$ cat src/rtl/adc_capture_ctrl.sv
`default_nettype none
// +----------------------------------------------------------------------------+
// | adc_capture_ctrl : NCO-clocked ADC sequencer with level trigger and frame  |
// | writer into the downstream sample RAM.                      Revision: 1.0  |
// +----------------------------------------------------------------------------+
module adc_capture_ctrl #(
  parameter int          ADDR_W  = 10,
  parameter logic [31:0] FTW_RST = 32'd439804651,
  parameter int          ADC_LAT = 3,
  parameter int          TRIG_TO = 4096
) (
  input  logic              clk,
  input  logic              reset,
  input  logic              start,
  input  logic              abort,
  input  logic [31:0]       ftw,
  input  logic              ftw_ld,
  input  logic              trig_en,
  input  logic [7:0]        trig_level,
  input  logic [7:0]        ad_data,
  output logic              ad_clk,
  output logic              wr_en,
  output logic [ADDR_W-1:0] wr_addr,
  output logic [7:0]        wr_data,
  output logic              busy,
  output logic              done,
  output logic              trig_timeout
);

  localparam int FL_W = (ADC_LAT > 1) ? $clog2(ADC_LAT) : 1;
  localparam int TO_W = (TRIG_TO > 1) ? $clog2(TRIG_TO) : 1;

  localparam logic [FL_W-1:0]   c_fl_last   = FL_W'(ADC_LAT - 1);
  localparam logic [FL_W-1:0]   c_fl_one    = FL_W'(1);
  localparam logic [TO_W-1:0]   c_to_last   = TO_W'(TRIG_TO - 1);
  localparam logic [TO_W-1:0]   c_to_one    = TO_W'(1);
  localparam logic [ADDR_W:0]   c_n         = (ADDR_W+1)'(2 ** ADDR_W);
  localparam logic [ADDR_W:0]   c_idx_one   = (ADDR_W+1)'(1);
  localparam logic [ADDR_W-1:0] c_addr_last = {ADDR_W{1'b1}};

  typedef enum logic [2:0] {
    S_IDLE    = 3'd0,
    S_FLUSH   = 3'd1,
    S_ARM     = 3'd2,
    S_CAPTURE = 3'd3,
    S_DONE    = 3'd4
  } state_t;

  state_t            r_state;
  logic [31:0]       r_acc;
  logic [31:0]       r_ftw;
  logic              r_msb_d;
  logic [7:0]        r_smp;
  logic [FL_W-1:0]   r_flush_cnt;
  logic [TO_W-1:0]   r_arm_cnt;
  logic [ADDR_W:0]   r_idx;
  logic              r_wr_en;
  logic [ADDR_W-1:0] r_wr_addr;
  logic [7:0]        r_wr_data;
  logic              r_busy;
  logic              r_done;
  logic              r_trig_to;

  logic              w_tick;
  logic              w_cross;

  assign w_tick  = r_acc[31] & ~r_msb_d;
  // r_smp still holds the previous sample; ad_data is the one being registered
  assign w_cross = (r_smp < trig_level) && (ad_data >= trig_level);

  always_ff @(posedge clk) begin
    if (reset) begin
      r_acc       <= '0;
      r_ftw       <= FTW_RST;
      r_msb_d     <= 1'b0;
      r_smp       <= '0;
      r_state     <= S_IDLE;
      r_flush_cnt <= '0;
      r_arm_cnt   <= '0;
      r_idx       <= '0;
      r_wr_en     <= 1'b0;
      r_wr_addr   <= '0;
      r_wr_data   <= '0;
      r_busy      <= 1'b0;
      r_done      <= 1'b0;
      r_trig_to   <= 1'b0;
    end else begin
      r_acc   <= r_acc + r_ftw;
      r_msb_d <= r_acc[31];
      if (w_tick) r_smp <= ad_data;
      r_wr_en <= 1'b0;

      if (abort) begin
        r_state   <= S_IDLE;
        r_busy    <= 1'b0;
        r_done    <= 1'b0;
        r_trig_to <= 1'b0;
        r_wr_addr <= '0;
      end else begin
        case (r_state)
          S_IDLE, S_DONE: begin
            if (ftw_ld) r_ftw <= ftw;
            if (start) begin
              r_state     <= S_FLUSH;
              r_flush_cnt <= '0;
              r_busy      <= 1'b1;
              r_done      <= 1'b0;
              r_trig_to   <= 1'b0;
            end
          end
          S_FLUSH: begin
            if (w_tick) begin
              if (r_flush_cnt == c_fl_last) begin
                r_state   <= trig_en ? S_ARM : S_CAPTURE;
                r_arm_cnt <= '0;
                r_idx     <= '0;
              end else begin
                r_flush_cnt <= r_flush_cnt + c_fl_one;
              end
            end
          end
          S_ARM: begin
            // The triggering (or timed-out) sample itself becomes address 0
            if (w_tick) begin
              if (w_cross || (r_arm_cnt == c_to_last)) begin
                r_state   <= S_CAPTURE;
                r_trig_to <= ~w_cross;
                r_wr_en   <= 1'b1;
                r_wr_addr <= '0;
                r_wr_data <= ad_data;
                r_idx     <= c_idx_one;
              end else begin
                r_arm_cnt <= r_arm_cnt + c_to_one;
              end
            end
          end
          S_CAPTURE: begin
            if (r_wr_en && (r_wr_addr == c_addr_last)) begin
              r_state <= S_DONE;
              r_busy  <= 1'b0;
              r_done  <= 1'b1;
            end else if (w_tick && (r_idx < c_n)) begin
              r_wr_en   <= 1'b1;
              r_wr_addr <= r_idx[ADDR_W-1:0];
              r_wr_data <= ad_data;
              r_idx     <= r_idx + c_idx_one;
            end
          end
          default: r_state <= S_IDLE;
        endcase
      end
    end
  end

  assign ad_clk       = r_acc[31];
  assign wr_en        = r_wr_en;
  assign wr_addr      = r_wr_addr;
  assign wr_data      = r_wr_data;
  assign busy         = r_busy;
  assign done         = r_done;
  assign trig_timeout = r_trig_to;

endmodule
`default_nettype wire

$ cat config.mk
export PLATFORM = sky130hd
export DESIGN_NAME = adc_capture_ctrl
export DESIGN_NICKNAME = d
export VERILOG_FILES = /design/src/rtl/adc_capture_ctrl.sv
export SDC_FILE = /design/constraint.sdc
export NUM_CORES = 1
export LEC_CHECK = 0
export CAP_MARGIN = 10
export CORE_MARGIN = 4
export CORE_UTILIZATION = 45
export CTS_CLUSTER_DIAMETER = 40
export DETAILED_ROUTE_END_ITERATION = 10
export PLACE_DENSITY = 0.77
export SYNTH_ARGS = -nofsm -noshare
export SYNTH_HDL_FRONTEND = slang
export SYNTH_SLANG_ARGS = --single-unit
export TNS_END_PERCENT = 50
$ cat constraint.sdc
create_clock -name clk -period 4.5 [get_ports clk]
set_input_delay 0.45 -clock clk [delete_from_list [all_inputs] [get_ports clk]]
set_output_delay 0.45 -clock clk [all_outputs]
set_load 0.02 [all_outputs]
==> results of run 1 <==
==> layout make-up <==
class	count	share of cell area
Sequential cell	123	0.3045
Clock buffer	26	0.06173
Timing Repair Buffer	80	0.09715
Multi-Input combinational cell	635	0.4842
Tap cell	184	0.02847
Inverter	29	0.01346
Clock inverter	6	0.01052
==> Yosys cell counts, types with 3 or more instances <==
| cell | instances |
|---|---|
| dfxtp_1 | 123 |
| nand2_1 | 114 |
| nor2_1 | 101 |
| a21oi_1 | 75 |
| ha_1 | 49 |
| clkbuf_1 | 32 |
| o21ai_0 | 30 |
| inv_1 | 29 |
| nand3_1 | 29 |
| a21o_1 | 21 |
| mux2i_1 | 21 |
| and3_1 | 17 |
| a31oi_1 | 15 |
| xnor2_1 | 15 |
| nand2b_1 | 12 |
| o21ai_1 | 12 |
| nand4_1 | 10 |
| xor2_1 | 10 |
| a211oi_1 | 9 |
| nor2b_1 | 8 |
| nor3_1 | 8 |
| o21bai_1 | 7 |
| buf_1 | 5 |
| o21a_1 | 5 |
| a311oi_1 | 4 |
| a41oi_1 | 4 |
| and2_1 | 4 |
| nor4_1 | 4 |
| o211ai_1 | 4 |
| a211o_1 | 3 |
| and3_4 | 3 |
| buf_2 | 3 |
| nand3b_1 | 3 |
| o31ai_1 | 3 |
==> worst max-delay path: cells and delay by family <==
| kind | cells | cell delay (ns) |
|---|---|---|
| AND/OR/NAND/NOR | 3 | 1.03 |
| AO/OA/AOI/OAI | 5 | 0.97 |
| buffers and inverters | 2 | 0.55 |
| adder cells (fa/ha/maj) | 1 | 0.25 |
==> sequential cells by signal, indices dropped and copies added (netlist names), 2 cells and up <==
name         cells
r_idx           11
r_ftw           32
wr_addr         10
r_smp            8
r_state          3
wr_data          8
r_acc           32
r_flush_cnt      2
r_arm_cnt       12
==> logic make-up (layout without fill, tap and decap cells) <==
| family | count (synthesis) | in the layout | synth area share |
|---|---|---|---|
| buffers and inverters | 69 | 141 | 0.03960 |
| AOI/OAI and AO/OA | 213 | 213 | 0.2022 |
| xor gates and xnor gates | 25 | 25 | 0.03300 |
| and+or+nand+nor | 324 | 324 | 0.2236 |
| adders and majority gates | 50 | 50 | 0.09542 |
| DFF | 123 | 123 | 0.3711 |
| muxes | 23 | 23 | 0.03507 |
==> through the flow <==
step	hold slack [ns]	total power, W	instances	utilization	cell area (sq um)
CTS	0.4545	0.003932	1083	0.5586	8088
floorplan	0.4312	0.002287	827	-	6635
global placement	0.4374	0.002546	1051	0.5182	7503
detailed placement	0.4471	0.002565	1051	0.5182	7503
finish	0.4507	0.003907	1083	0.5586	8088
global route	0.4724	0.004169	1083	0.5586	8088
==> per-layer routing <==
layer	wire (um)	vias to the layer above
li1	-	3047
met3	698	31
met1	7183	2753
met4	301	0
met5	0	-
met2	7215	159
==> path summary, 6_finish.rpt <==
| kind | slack, ns | to | depth (start not counted) | start |
|---|---|---|---|---|
| worst max-delay path | 1.58 | r_arm_cnt[11] | 11 | ad_data[0] |
| worst min-delay path | 0.45 | busy | 2 | busy |
| worst max register to register | 1.65 | r_acc[28] | 10 | r_ftw[0] |
| worst min register to register | 0.45 | busy | 2 | busy |
==> power by group through the flow <==
stage | combinational (W) | clock, W | sequential [W]
after floorplan | 0.000988 | 0 | 0.00130
after global placement | 0.00123 | 0 | 0.00131
after detailed placement | 0.00125 | 0 | 0.00132
after CTS | 0.00127 | 0.00137 | 0.00129
after global routing | 0.00145 | 0.00142 | 0.00131
final | 0.00128 | 0.00134 | 0.00129
==> impl_metrics.py, run 1 <==
metrics = {
    "grt": {
        "grt_start_max_net_pins": 85,
        "gr-usage-all-layers": 0.1884,
        "use_met2": 0.3098,
        "grt_pass1_vias": 5633,
        "grt_pass1_wl_um": 25820,
        "top_usage_layer": "met2",
        "grtUsageMet1": 0.2392,
        "antenna_found_initial": 0,
        "grt-ovfl-total": 0,
        "use_met3": 0.05194,
    },
    "finish": {
        "area_growth_pct": 21.89,
        "multi_input_area_sq_um": 3916,
        "drive_gt1_frac": 0.05228,
        "final_nets": 990,
        "final_cell_mix": "dfxtp_1 (123), nand2_1 (114), nor2_1 (101)",
        "diodes": 0,
        "seq_area_sq_um": 2462,
        "mostFrequentLayoutCell": "dfxtp_1",
        "fillers": 1353,
    },
    "critical_path": {
        "crit_required_ns": 4.84,
        "cp_cell_sequence": "clkdlybuf4s50_1 > inv_1 > ha_1 > nand2b_1 > a211o_1 > a21oi_1 > a2111oi_2 > a21o_1 > or4_1 > nand2b_4 > o31ai_2",
        "slowest_delay_ns": 0.67,
        "cp_max_fo": 10,
        "startpoint_type": "input pin",
        "critPathKind": "input pin to register",
        "arrival_ns": 3.25,
        "slowest_stage": "or4_1",
        "endpoint_kind": "register",
    },
    "place": {
        "port_buffers": 76,
        "dp_hpwl_um": 10720,
        "gp_congestion": 0.8794,
        "dp_slack_ns": 1.144,
    },
    "logic_synthesis": {
        "synth_edf_count": 0,
        "ys_ff_latch": 123,
        "synth.largest_area_cell": "dfxtp_1",
        "seq_area_frac_synth": 0.3711,
        "yosys_warnings": 0,
        "synth_fp_nets": 931,
        "postSynthCellCount": 827,
        "synthArstFlopShare": 0,
        "synth_top_area_frac": 0.3711,
        "synth_area_leaders": "dfxtp_1 (37%), ha_1 (9.2%), nand2_1 (6.4%), nor2_1 (5.7%), a21oi_1 (5.7%)",
        "avgSynthCellArea_sq_um": 8.023,
        "netlist_area_sq_um": 6635,
        "ys.flop_type": "dfxtp_1",
        "synth_cell_types": 61,
    },
    "sta": {
        "fin_tns_setup_ns": 0,
        "finalHoldViolCount": 0,
        "finalSetupViolCount": 0,
        "max_clock_freq_ghz": 0.3430,
        "grt_setup_unrepaired": "no",
        "worstMarginPinSlew_ns": 0.8905,
        "setup_ws_ns": 1.585,
        "period_share": 0.6478,
        "maxSlewViolCount": 0,
        "relSlewSlack": 0.4051,
        "period_needed_ns": 2.915,
        "skew_ns": 0.007399,
    },
    "routing": {
        "drc_errors": 0,
        "drt_pre_antenna_iters": 6,
        "post_drt_wl_per_cell_um": 14.22,
        "via_per_inst": 5.531,
        "drt-initial-drc-count": 467,
        "num_vias": 5990,
        "ant_nets": 0,
        "finalWirelength_um": 15400,
    },
    "clock_tree": {
        "cts_setup_buffers": 0,
        "htreeDepth": 4,
        "cts_hold_buf": 0,
        "path_clk_slew_ns": 0.05,
        "cts_buffer_depth": 2,
        "clk_latency_ns": 0.42,
        "numCtsBuffers": 17,
        "cts_sinks": 123,
        "cts_tree": "yes",
        "post_cts_resized": 0,
        "root_buffer": "clkbuf_16",
    },
    "min_path": {
        "min_path_type": "register to register",
    },
    "floorplan": {
        "core-area_sq_um": 14480,
        "io_pins": 77,
        "die_w_um": 129.4,
        "std_cell_rows": 44,
        "dieArea_sq_um": 16750,
        "die_y_um": 129.4,
        "start_util": 0.4583,
    },
    "power_and_ir_drop": {
        "clkPwrFrac": 0.343,
        "combinationalPowerShare": 0.326,
        "internal_power_w": 0.002651,
        "power_frac_seq": 0.331,
        "p_leak_nw": 3.384,
        "powerDensity_nw_per_um2": 483.1,
        "power.switching_w": 0.001256,
        "p_sw_frac": 0.3215,
        "ir_worst_vdd_v": 0.0003102,
    },
    "run": {
        "maxCapViolCount": 0,
    },
    "outcome": {
        "outcome": "finished, final reports clean",
    },
}
No activity file was read; power rests on OpenSTA's default activity.
==> run 2, diff against run 1 <==
==> constraint.sdc (replaced) <==
create_clock -name clk -period 2.95 [get_ports clk]
set_input_delay 0.295 -clock clk [delete_from_list [all_inputs] [get_ports clk]]
set_output_delay 0.295 -clock clk [all_outputs]
set_load 0.02 [all_outputs]
==> impl_metrics.py, run 2 (synthesized netlist as in run 1, its figures left out) <==
metrics = {
    "routing": {
        "num_vias": 6014,
        "via_per_inst": 5.438,
        "drt-initial-drc-count": 437,
        "drt_pre_antenna_iters": 5,
        "drc_errors": 0,
        "ant_nets": 0,
        "finalWirelength_um": 15300,
        "post_drt_wl_per_cell_um": 13.83,
    },
    "power_and_ir_drop": {
        "power_frac_seq": 0.324,
        "powerDensity_nw_per_um2": 730.6,
        "power.total_w": 0.006068,
        "p_leak_nw": 3.510,
        "ir_worst_vdd_v": 0.0006686,
        "combinationalPowerShare": 0.328,
        "internal_power_w": 0.004124,
        "power.switching_w": 0.001944,
        "clkPwrFrac": 0.348,
        "p_sw_frac": 0.3203,
    },
    "critical_path": {
        "crit_path_frequent_cell": "o32ai_1",
        "arrival_ns": 3.03,
        "slowest_delay_ns": 0.46,
        "cp_cell_sequence": "ha_1 > fa_1 > a211oi_1 > o21ai_1 > nand3_1 > a31oi_1 > o32ai_1 > o32ai_1 > xnor2_1 > nor2_1",
        "path_depth": 10,
        "endpoint_kind": "register",
        "reg2reg_depth": 10,
        "crit_required_ns": 3.24,
        "slowest_stage": "o32ai_1",
        "critPathKind": "register to register",
        "startpoint_type": "register",
        "cp_num_buf_inv": 0,
        "worst-r2r-setup-slack_ns": 0.21,
        "cp_top_family": "compound AO/OA/AOI/OAI gates",
        "cp_max_fo": 3,
    },
    "grt": {
        "antenna_found_initial": 0,
        "grt-ovfl-total": 0,
        "grt_pass1_wl_um": 25490,
        "grt_start_max_net_pins": 61,
        "grt_pass1_vias": 5597,
        "gr-usage-all-layers": 0.1874,
    },
    "min_path": {
        "hold_path_depth": 3,
        "min_path_type": "input pin to register",
    },
    "run": {
        "maxCapViolCount": 0,
    },
    "place": {
        "dp.cells": 1074,
        "gp_congestion": 0.9009,
        "dp_hpwl_um": 10940,
        "port_buffers": 76,
    },
    "clock_tree": {
        "post_cts_resized": 0,
        "cts_sinks": 123,
        "cts_tree": "yes",
        "clk_latency_ns": 0.42,
        "cts_setup_buffers": 0,
        "htreeDepth": 4,
        "cts_buffer_depth": 2,
        "path_clk_slew_ns": 0.06,
        "numCtsBuffers": 17,
        "cts_hold_buf": 0,
        "root_buffer": "clkbuf_16",
    },
    "finish": {
        "drive_gt1_frac": 0.07918,
        "fin_cells": 1106,
        "fillers": 1303,
        "area_growth_pct": 25.17,
        "final_nets": 1013,
        "mostFrequentLayoutCell": "dfxtp_1",
        "diodes": 0,
        "final_cell_mix": "dfxtp_1 (123), nand2_1 (114), nor2_1 (101)",
        "biggestRegsByFlops": "r_acc x32, r_ftw x32, r_arm_cnt x12",
    },
    "sta": {
        "grt_setup_unrepaired": "no",
        "relSlewSlack": 0.4557,
        "period_needed_ns": 2.741,
        "period_share": 0.9293,
        "fin_tns_setup_ns": 0,
        "worstMarginPinSlew_ns": 0.8156,
        "finalSetupViolCount": 0,
        "max_clock_freq_ghz": 0.3648,
        "skew_ns": 0.009086,
        "maxSlewViolCount": 0,
        "finalHoldViolCount": 0,
    },
    "floorplan": {
        "dieArea_sq_um": 16750,
        "std_cell_rows": 44,
        "io_pins": 77,
        "start_util": 0.4583,
        "die_y_um": 129.4,
        "die_w_um": 129.4,
        "core-area_sq_um": 14480,
    },
    "outcome": {
        "outcome": "finished, final reports clean",
    },
}
run 2: layout make-up:
cell class	instances	area, sq um	share of cell area
multi-input cells	635	3916	0.4715
well taps	184	230.2	0.02772
repair buffers	103	983.4	0.1184
clock inverters	11	143.9	0.01732
clock buffers	21	460.4	0.05544
inverters	29	108.9	0.01311
flip-flops and latches	123	2462	0.2965
run 2: path summary, 6_finish.rpt:
kind	end	from
worst max-delay path	r_acc[28]	r_ftw[0]
worst min-delay path	r_acc[24]	reset
worst max register to register	r_acc[28]	r_ftw[0]
worst min register to register	r_smp[0]	r_smp[0]
run 2: worst min-delay path, stage by stage:
cell    delay, ns
buf_2        0.12
buf_4        0.21
nor2_1       0.11
run 2: power groups by stage:
stage | registers (W) | clock network [W] | logic, W
floorplan | 0.00198 | 0 | 0.00151
global placement | 0.00199 | 0 | 0.00194
detailed placement | 0.00200 | 0 | 0.00196
CTS | 0.00197 | 0.00214 | 0.00198
global route | 0.00199 | 0.00223 | 0.00224
finish | 0.00197 | 0.00211 | 0.00199
run 2: per-stage QoR:
step	cell area [sq um]	hold slack, ns	utilization	setup WS [ns]
2_1_floorplan	6635	0.4192	-	0.5362
3_3_place_gp	7701	0.4385	0.5319	-0.09892
3_5_place_dp	7701	0.4459	0.5319	-0.1284
4_1_cts	8305	0.3370	0.5736	0.2507
5_1_grt	8305	0.3625	0.5736	0.08043
6_report	8305	0.3573	0.5736	0.2087
run 2: per-layer routing:
layer / vias to the layer above / GRT usage / part of all wire
met2: 143 / 0.3085 / 0.47
met4: 0 / 0.06968 / 0.018
met1: 2757 / 0.2344 / 0.46
met3: 20 / 0.05317 / 0.054
li1: 3094 / - / -
met5: - / 0 / 0
